### src/rtl/stream_max_min_tracker.sv
// Streaming frame max/min tracker.
// Accepts unsigned samples over a valid/ready handshake, folds them into a
// running maximum and minimum, and presents {max, min, count} for each frame
// over an output valid/ready handshake. A frame closes after FRAME_LEN
// samples or on an accepted in_last, whichever comes first. Frames never
// overlap: the input is stalled while a result is waiting to be taken.
module stream_max_min_tracker #(
   parameter int WIDTH     = 4,
   parameter int FRAME_LEN = 8,
   parameter int CNT_W     = 4
) (
   input  logic             clk,
   input  logic             rst_n,
   input  logic             in_valid,
   output logic             in_ready,
   input  logic [WIDTH-1:0] in_data,
   input  logic             in_last,
   output logic             out_valid,
   input  logic             out_ready,
   output logic [WIDTH-1:0] max_out,
   output logic [WIDTH-1:0] min_out,
   output logic [CNT_W-1:0] count_out
);

   typedef enum logic [1:0] {
      IDLE  = 2'd0,
      ACCUM = 2'd1,
      DONE  = 2'd2
   } state_t;

   // Frame length at count width, so the end-of-frame compare is width matched.
   localparam logic [CNT_W-1:0] FRAME_LEN_C = CNT_W'(FRAME_LEN);

   state_t           state_reg, state_next;
   logic [WIDTH-1:0] max_reg, max_next;
   logic [WIDTH-1:0] min_reg, min_next;
   logic [CNT_W-1:0] cnt_reg, cnt_next;
   logic [CNT_W-1:0] cnt_inc;
   logic             in_ready_reg;
   logic             out_valid_reg;
   logic             accept;

   // Handshake strobes; in_ready_reg depends on state only, never on in_valid.
   assign accept  = in_valid && in_ready_reg;
   assign cnt_inc = cnt_reg + 1'b1;

   // Next-state and datapath update: load on the first sample, fold afterwards.
   always_comb begin
      state_next = state_reg;
      max_next   = max_reg;
      min_next   = min_reg;
      cnt_next   = cnt_reg;
      case (state_reg)
         IDLE: begin
            if (accept) begin
               max_next = in_data;
               min_next = in_data;
               cnt_next = CNT_W'(1);
               if (in_last || (FRAME_LEN == 1)) begin
                  state_next = DONE;
               end else begin
                  state_next = ACCUM;
               end
            end
         end
         ACCUM: begin
            if (accept) begin
               // Ties keep the held value, which is numerically the same.
               max_next = (in_data > max_reg) ? in_data : max_reg;
               min_next = (in_data < min_reg) ? in_data : min_reg;
               cnt_next = cnt_inc;
               // in_last on the FRAME_LEN-th sample closes the frame only once.
               if (in_last || (cnt_inc == FRAME_LEN_C)) begin
                  state_next = DONE;
               end
            end
         end
         DONE: begin
            if (out_ready) begin
               state_next = IDLE;
               cnt_next   = '0;
            end
         end
         default: begin
            state_next = IDLE;
            cnt_next   = '0;
         end
      endcase
   end

   // State and datapath registers; reset discards any partial frame.
   always_ff @(posedge clk or negedge rst_n) begin
      if (!rst_n) begin
         state_reg     <= IDLE;
         max_reg       <= '0;
         min_reg       <= '0;
         cnt_reg       <= '0;
         in_ready_reg  <= 1'b1;
         out_valid_reg <= 1'b0;
      end else begin
         state_reg     <= state_next;
         max_reg       <= max_next;
         min_reg       <= min_next;
         cnt_reg       <= cnt_next;
         in_ready_reg  <= (state_next != DONE);
         out_valid_reg <= (state_next == DONE);
      end
   end

   // Results come straight from the holding registers, stable through DONE.
   assign in_ready  = in_ready_reg;
   assign out_valid = out_valid_reg;
   assign max_out   = max_reg;
   assign min_out   = min_reg;
   assign count_out = cnt_reg;

endmodule

### config.mk
export PLATFORM = sky130hd
export DESIGN_NAME = stream_max_min_tracker
export DESIGN_NICKNAME = d
export VERILOG_FILES = /design/src/rtl/stream_max_min_tracker.sv
export SDC_FILE = /design/constraint.sdc
export NUM_CORES = 1
export LEC_CHECK = 0
export BUFFER_PORTS_ARGS = -buffer_cell sky130_fd_sc_hd__buf_2
export CAP_MARGIN = 20
export CORE_MARGIN = 2
export CORE_UTILIZATION = 54
export DETAILED_ROUTE_END_ITERATION = 16
export PLACE_DENSITY = 0.89
export SLEW_MARGIN = 20
export SYNTH_ARGS = -nofsm -noshare
export SYNTH_HDL_FRONTEND = slang
export SYNTH_SLANG_ARGS = --single-unit
### constraint.sdc
create_clock -name clk -period 3.6 [get_ports clk]
set_clock_uncertainty 0.2 [all_clocks]
set_input_delay 0.54 -clock clk [delete_from_list [all_inputs] [get_ports clk]]
set_output_delay 0.54 -clock clk [all_outputs]
set_load 0.01 [all_outputs]
=== Word level (Yosys, flattened, before mapping) ===
Cells that the tools add are included.

* $add $sub $neg: 1
* $lt $le $gt $ge: 2
* Equal/unequal tests: 10
* Muxes and demuxes: 17
* Reductions and logical operators: 7

{| class="wikitable"
|+ Operator list
! operator !! number
|-
| $mux W4 || 8
|-
| $pmux W4 S2 || 2
|-
| $ne A2 B2 Y1 const B || 6
|-
| $pmux W4 S3 || 1
|-
| $mux W2 || 5
|-
| $reduce_and A4 Y1 || 2
|-
| $pmux W2 S3 || 1
|-
| $add A4 B1 Y4 const B || 1
|-
| $eq A2 B2 Y1 const B || 2
|-
| $eq A4 B4 Y1 const B || 1
|-
| $gt A4 B4 Y1 || 1
|-
| $lt A4 B4 Y1 || 1
|-
| $reduce_and A3 Y1 || 1
|-
| $eq A2 B1 Y1 const B || 1
|-
| $logic_not A2 Y1 || 1
|-
| $reduce_bool A2 Y1 || 1
|-
| $logic_and A1 B1 Y1 || 1
|-
| $logic_or A1 B1 Y1 || 1
|}

* Flip-flop bits (word level): 16

=== Depth between registers and ports, before layout ===
* Depth after elaboration: 7
* Depth in mapped cells: 6
* Mapped depth without buffers: 6

=== Worst setup path after synthesis ===
OpenSTA, ideal clock, no wires.

* Kind: input-to-reg
* Start point: input port in_data[3]
* End point: register max_reg[0], in the netlist max_out[0]
* Library setup time: 128 ps
* Arrival time: 1,686 ps
* Required time: 3,272 ps
* Setup slack: 1,586 ps
* Cell stages on the path: 5
* Path buffers: 0
* Cells stage by stage: ha_1 and3_4 a311oi_2 o21ai_2 mux2_1

* Longest elaborated chain between the ends: 3

{| class="wikitable"
|+ Ends and longest elaborated chain
! what !! line !! RTL
|-
| start: declaration || 16 || <nowiki>input logic [WIDTH-1:0] in_data,</nowiki>
|-
| $gt A4 B4 Y1 || 69 || <nowiki>max_next = (in_data > max_reg) ? in_data : max_reg;</nowiki>
|-
| $ne A2 B2 Y1 (no source line) || n/a ||
|-
| $reduce_and A4 Y1 (no source line) || n/a ||
|-
| end signal: assignment || 102 || <nowiki>max_reg <= max_next;</nowiki>
|-
| end: declaration || 35 || <nowiki>logic [WIDTH-1:0] max_reg, max_next;</nowiki>
|}

No other way between the ends.
A chain may end at the register's enable or synchronous reset.

=== Final worst setup path ===
* Start point: register in_ready_reg, in the netlist in_ready
* End point: register min_reg[1], in the netlist min_out[1]

* Longest elaborated chain between the ends: 3
* Elaborated cells between the ends (all ways): 4
* Classes of those cells: 2 x eq/ne; 2 x reduce/logical

{| class="wikitable"
|+ Ends and longest elaborated chain
! what !! line !! RTL
|-
| start: declaration || 39 || <nowiki>logic in_ready_reg;</nowiki>
|-
| start signal: assignment || 105 || <nowiki>in_ready_reg <= (state_next != DONE);</nowiki>
|-
| $logic_and A1 B1 Y1 (*) || 44 || <nowiki>assign accept = in_valid && in_ready_reg;</nowiki>
|-
| $ne A2 B2 Y1 (no source line) || n/a ||
|-
| $reduce_and A4 Y1 (no source line) (*) || n/a ||
|-
| end signal: assignment || 103 || <nowiki>min_reg <= min_next;</nowiki>
|-
| end: declaration || 36 || <nowiki>logic [WIDTH-1:0] min_reg, min_next;</nowiki>
|}

Every way passes the cells marked *; elsewhere a longest branch is shown, timed or not.

==> out/summary.txt <==
FLOORPLANNING
------------------------------------------------------------------------------------------
Core Rows ...................................................................           15
Number of I/O pins ..........................................................           23
Horizontal die dimension ....................................................      45.8 µm
Initial core utilization ....................................................        0.559
Vertical die dimension ......................................................      45.8 µm
Placeable Area ..............................................................     1690 µm²
Area enclosed by the die boundary ...........................................     2100 µm²

CRITICAL PATH
------------------------------------------------------------------------------------------
Type of the worst setup path ................................................   reg -> reg
Longest individual stage delay on the worst path ............................      0.56 ns
CP Depth ....................................................................            4
Critical path endpoint category .............................................    flip-flop
CP Buf/Inv Count ............................................................            0
Delay-heaviest family, CP ................................................... compound AO/OA/AOI/OAI gates
Slowest stage cell, crit path ...............................................      dfstp_2
Startpoint class of the critical path .......................................    flip-flop
Data required time at the worst endpoint ....................................      3.57 ns
Endpoint arrival time on the critical path ..................................      2.08 ns
Reg2reg start ............................................................... in_ready$_DFF_PN1_
Cell breakdown of the critical path ......................................... nand2_1, a211o_2, a31oi_2, mux2_2
Cells on worst reg2reg path .................................................            4
Maximum fanout encountered on the critical timing path ......................           11
Worst Setup SP .............................................................. in_ready$_DFF_PN1_

LOGIC SYNTHESIS
------------------------------------------------------------------------------------------
Number of distinct library cells after synthesis ............................           33
Commonest register cell after synthesis .....................................      dfrtp_1
Mux contribution to synthesized area ........................................        0.107
Post-synthesis xor/xnor area fraction .......................................            0
Number of flops mapped to enable cells by yosys .............................            0
Share of synthesized cell area in full adder, half adder and majority cells .        0.106
Number of instances in the synthesized netlist ..............................           88
Synth area leaders .......................................................... dfrtp_1 40%, ha_1 11%, mux2_2 6.0%
Portion of synthesized cell area occupied by the leading cell type ..........        0.397
Main combinational cell family by area after synthesis ...................... compound AO/OA/AOI/OAI gates
Synthesized-area fraction occupied by ao, oa, aoi and oai cells .............        0.180
Library cell occupying the most area in the post-synthesis netlist ..........      dfrtp_1
Area fraction in and, or, nand and nor cells after synthesis ................        0.128
Mapped Avg Cell Area ........................................................     10.7 µm²
Total of warnings raised by yosys ...........................................            0
Netlist Area Pre-Place ......................................................      945 µm²
Net count after synthesis ...................................................          105
Share of synthesized area occupied by flip-flops and latches ................        0.425
Async SR Flop Fraction ......................................................         1.00
Synthesis-stage register bit count ..........................................           16

GRT
------------------------------------------------------------------------------------------
Wire length of the first global-routing pass ................................      2900 µm
All-Layer GR Usage ..........................................................        0.195
Largest net degree at the start of global routing ...........................           17
Total global routing overflow ...............................................            0
Antenna violations before repair ............................................            0
Vias in the first global route ..............................................          676

RUN
------------------------------------------------------------------------------------------
Max-capacitance violation count .............................................            0

ROUTING
------------------------------------------------------------------------------------------
Average detailed-routed wire length per instance ............................      14.0 µm
Violation count after the first detailed-route iteration ....................            8
Residual antenna-violating net count after detailed routing .................            0
Via density per instance ....................................................         5.91
Final wirelength ............................................................      1810 µm
DRC .........................................................................            0
DR pass1 iterations .........................................................            4
Via count ...................................................................          763

PLACEMENT
------------------------------------------------------------------------------------------
Routability-driven placement congestion ratio ...............................        0.813
Port buffer count ...........................................................           22
Placed wire-length estimate .................................................      1390 µm

CELLS AND AREA
------------------------------------------------------------------------------------------
Number of fill cells in the layout ..........................................          138
Synthesis-to-layout area growth .............................................        15.6%
Net count reported at finish ................................................          130
Number of diodes added for antenna fixing ...................................            0
Footprint of the multi-input gates ..........................................      493 µm²
Fraction of final layout cells sized beyond drive strength 1 ................        0.339
Sequential Area .............................................................      402 µm²

CLOCK TREE
------------------------------------------------------------------------------------------
Clock slew at reported path FFs .............................................      0.09 ns
Clock buffer depth ..........................................................            2
Number of sinks on the clock net ............................................           16
Htree depth .................................................................            1
Number of gates resized after CTS ...........................................            0
Number of buffers created by CTS ............................................            3
Buffer cell driving the clock tree root .....................................     clkbuf_4
Clock network latency to the later pin of the worst-skew pair ...............      0.28 ns
TritonCTS clock tree ........................................................          yes

MIN PATH
------------------------------------------------------------------------------------------
Launch point of the worst hold path .........................................      in_last
Instance count along the most critical hold path ............................            2
Worst hold path class .......................................................    in -> reg

TIMING
------------------------------------------------------------------------------------------
Number of max-slew violations in the final report ...........................            0
Setup Viol. Count Final .....................................................            0
Tightest hold margin ........................................................     0.264 ns
Final Critical Period .......................................................      2.11 ns
Measured slew at the worst slew-check pin ...................................     0.386 ns
Final worst-path cycle share ................................................        0.586
Fin Setup TNS ...............................................................         0 ns
Tightest slew margin relative to the limit ..................................        0.743
Unrepaired setup endpoints after global routing .............................           no
Count of endpoints failing hold in the final timing report ..................            0
Timing-limited maximum frequency ............................................      474 MHz

POWER
------------------------------------------------------------------------------------------
Power density relative to cell area .........................................   628 nW/µm²
Cell internal power dissipation .............................................   0.000423 W
Leak pwr ....................................................................     0.526 nW
Worst vdd rail ir drop ......................................................   0.000358 V
Share of power burned in the clock network ..................................        0.140
Sequential Power Share ......................................................        0.441
PnR Total Power .............................................................   0.000686 W
Reported net switching power ................................................   0.000264 W
Sw frac .....................................................................        0.384
Share of power burned in combinational logic ................................        0.420

RUN STATUS
------------------------------------------------------------------------------------------
Status ...................................................................... complete, no violations

-- per-layer routing --
layer | GRT usage | vias up | share of wire
met5 | 0 | - | 0
met1 | 0.239 | 359 | 0.43
li1 | - | 371 | -
met4 | 0.0971 | 0 | 0.017
met3 | 0.0278 | 4 | 0.057
met2 | 0.332 | 29 | 0.50
-- final timing paths --
kind	endpoint	slack, ns
min in group asynchronous	state_reg[0]$_DFF_PN0_	0.49
min	state_reg[0]$_DFF_PN0_	0.26
max reg2reg	min_out[1]$_DFFE_PN0P_	1.49
max	min_out[1]$_DFFE_PN0P_	1.49
max in group asynchronous	in_ready$_DFF_PN1_	2.41
min reg2reg	max_out[1]$_DFFE_PN0P_	0.34
-- cell usage after synthesis (all sizes together), types with 2 or more instances --
master  count
mux2        9
ha          8
a21oi       3
nand2       5
nor2        4
o21ai       7
nand3b      2
buf         2
and3        2
nand3       2
dfrtp      15
o31ai       3
inv         8
a22oi       3
-- power by group through the flow --
stage,sequential [W],combinational (W),clock (W)
after detailed placement,0.000306,0.000287,0
after CTS,0.000303,0.000290,0.0000988
after floorplan,0.000316,0.000174,0
after global placement,0.000301,0.000270,0
final,0.000302,0.000288,0.0000959
after global routing,0.000313,0.000325,0.000108
-- cell families (layout without fill, tap and decap cells) --
group / Yosys count / after routing
compound gates: 23 / 23
fa+ha+maj: 8 / 8
buf+inv: 11 / 35
flops: 16 / 16
mux: 9 / 9
simple gates: 21 / 21
-- worst register-to-register path, cell delays in order, from the launching register on --
cell     delay (ns)
dfstp_2        0.56
nand2_1        0.22
a211o_2        0.39
a31oi_2        0.26
mux2_2         0.38
-- stage by stage --
| stage | worst slack [ns] | utilization | instance area (µm²) | cells |
|---|---|---|---|---|
| after floorplan | 1.59 | - | 945 | 88 |
| after global placement | 1.40 | 0.625 | 1060 | 124 |
| after detailed placement | 1.34 | 0.625 | 1060 | 124 |
| after CTS | 1.49 | 0.647 | 1090 | 129 |
| after global routing | 1.38 | 0.647 | 1090 | 129 |
| final | 1.49 | 0.647 | 1090 | 129 |
-- cell usage in the layout, fill, tap and decap left out, types with 3 or more instances in the layout --
| cell | synthesis | routed |
|---|---|---|
| buf_2 | 1 | 22 |
| dfrtp_1 | 15 | 15 |
| inv_1 | 8 | 8 |
| ha_1 | 8 | 8 |
| o21ai_0 | 6 | 6 |
| nand2_1 | 5 | 5 |
| mux2_2 | 5 | 5 |
| nor2_1 | 4 | 4 |
| mux2_1 | 4 | 4 |
| a21oi_1 | 3 | 3 |
| o31ai_1 | 3 | 3 |
| a22oi_1 | 3 | 3 |
| clkbuf_4 | 0 | 3 |
-- area by class of cell --
type / count / share of cell area
Timing Repair Buffer: 23 / 0.110
Clock buffer: 4 / 0.0241
Sequential cell: 16 / 0.368
Tap cell: 17 / 0.0195
Inverter: 8 / 0.0275
Multi-Input combinational cell: 61 / 0.451
-- repair_timing --
item | CTS | global route
hold buffers | 1 | 0
buffers inserted | 0 | 0
hold endpoints to repair | 15 | 0
No activity file was read; power rests on OpenSTA's default activity.
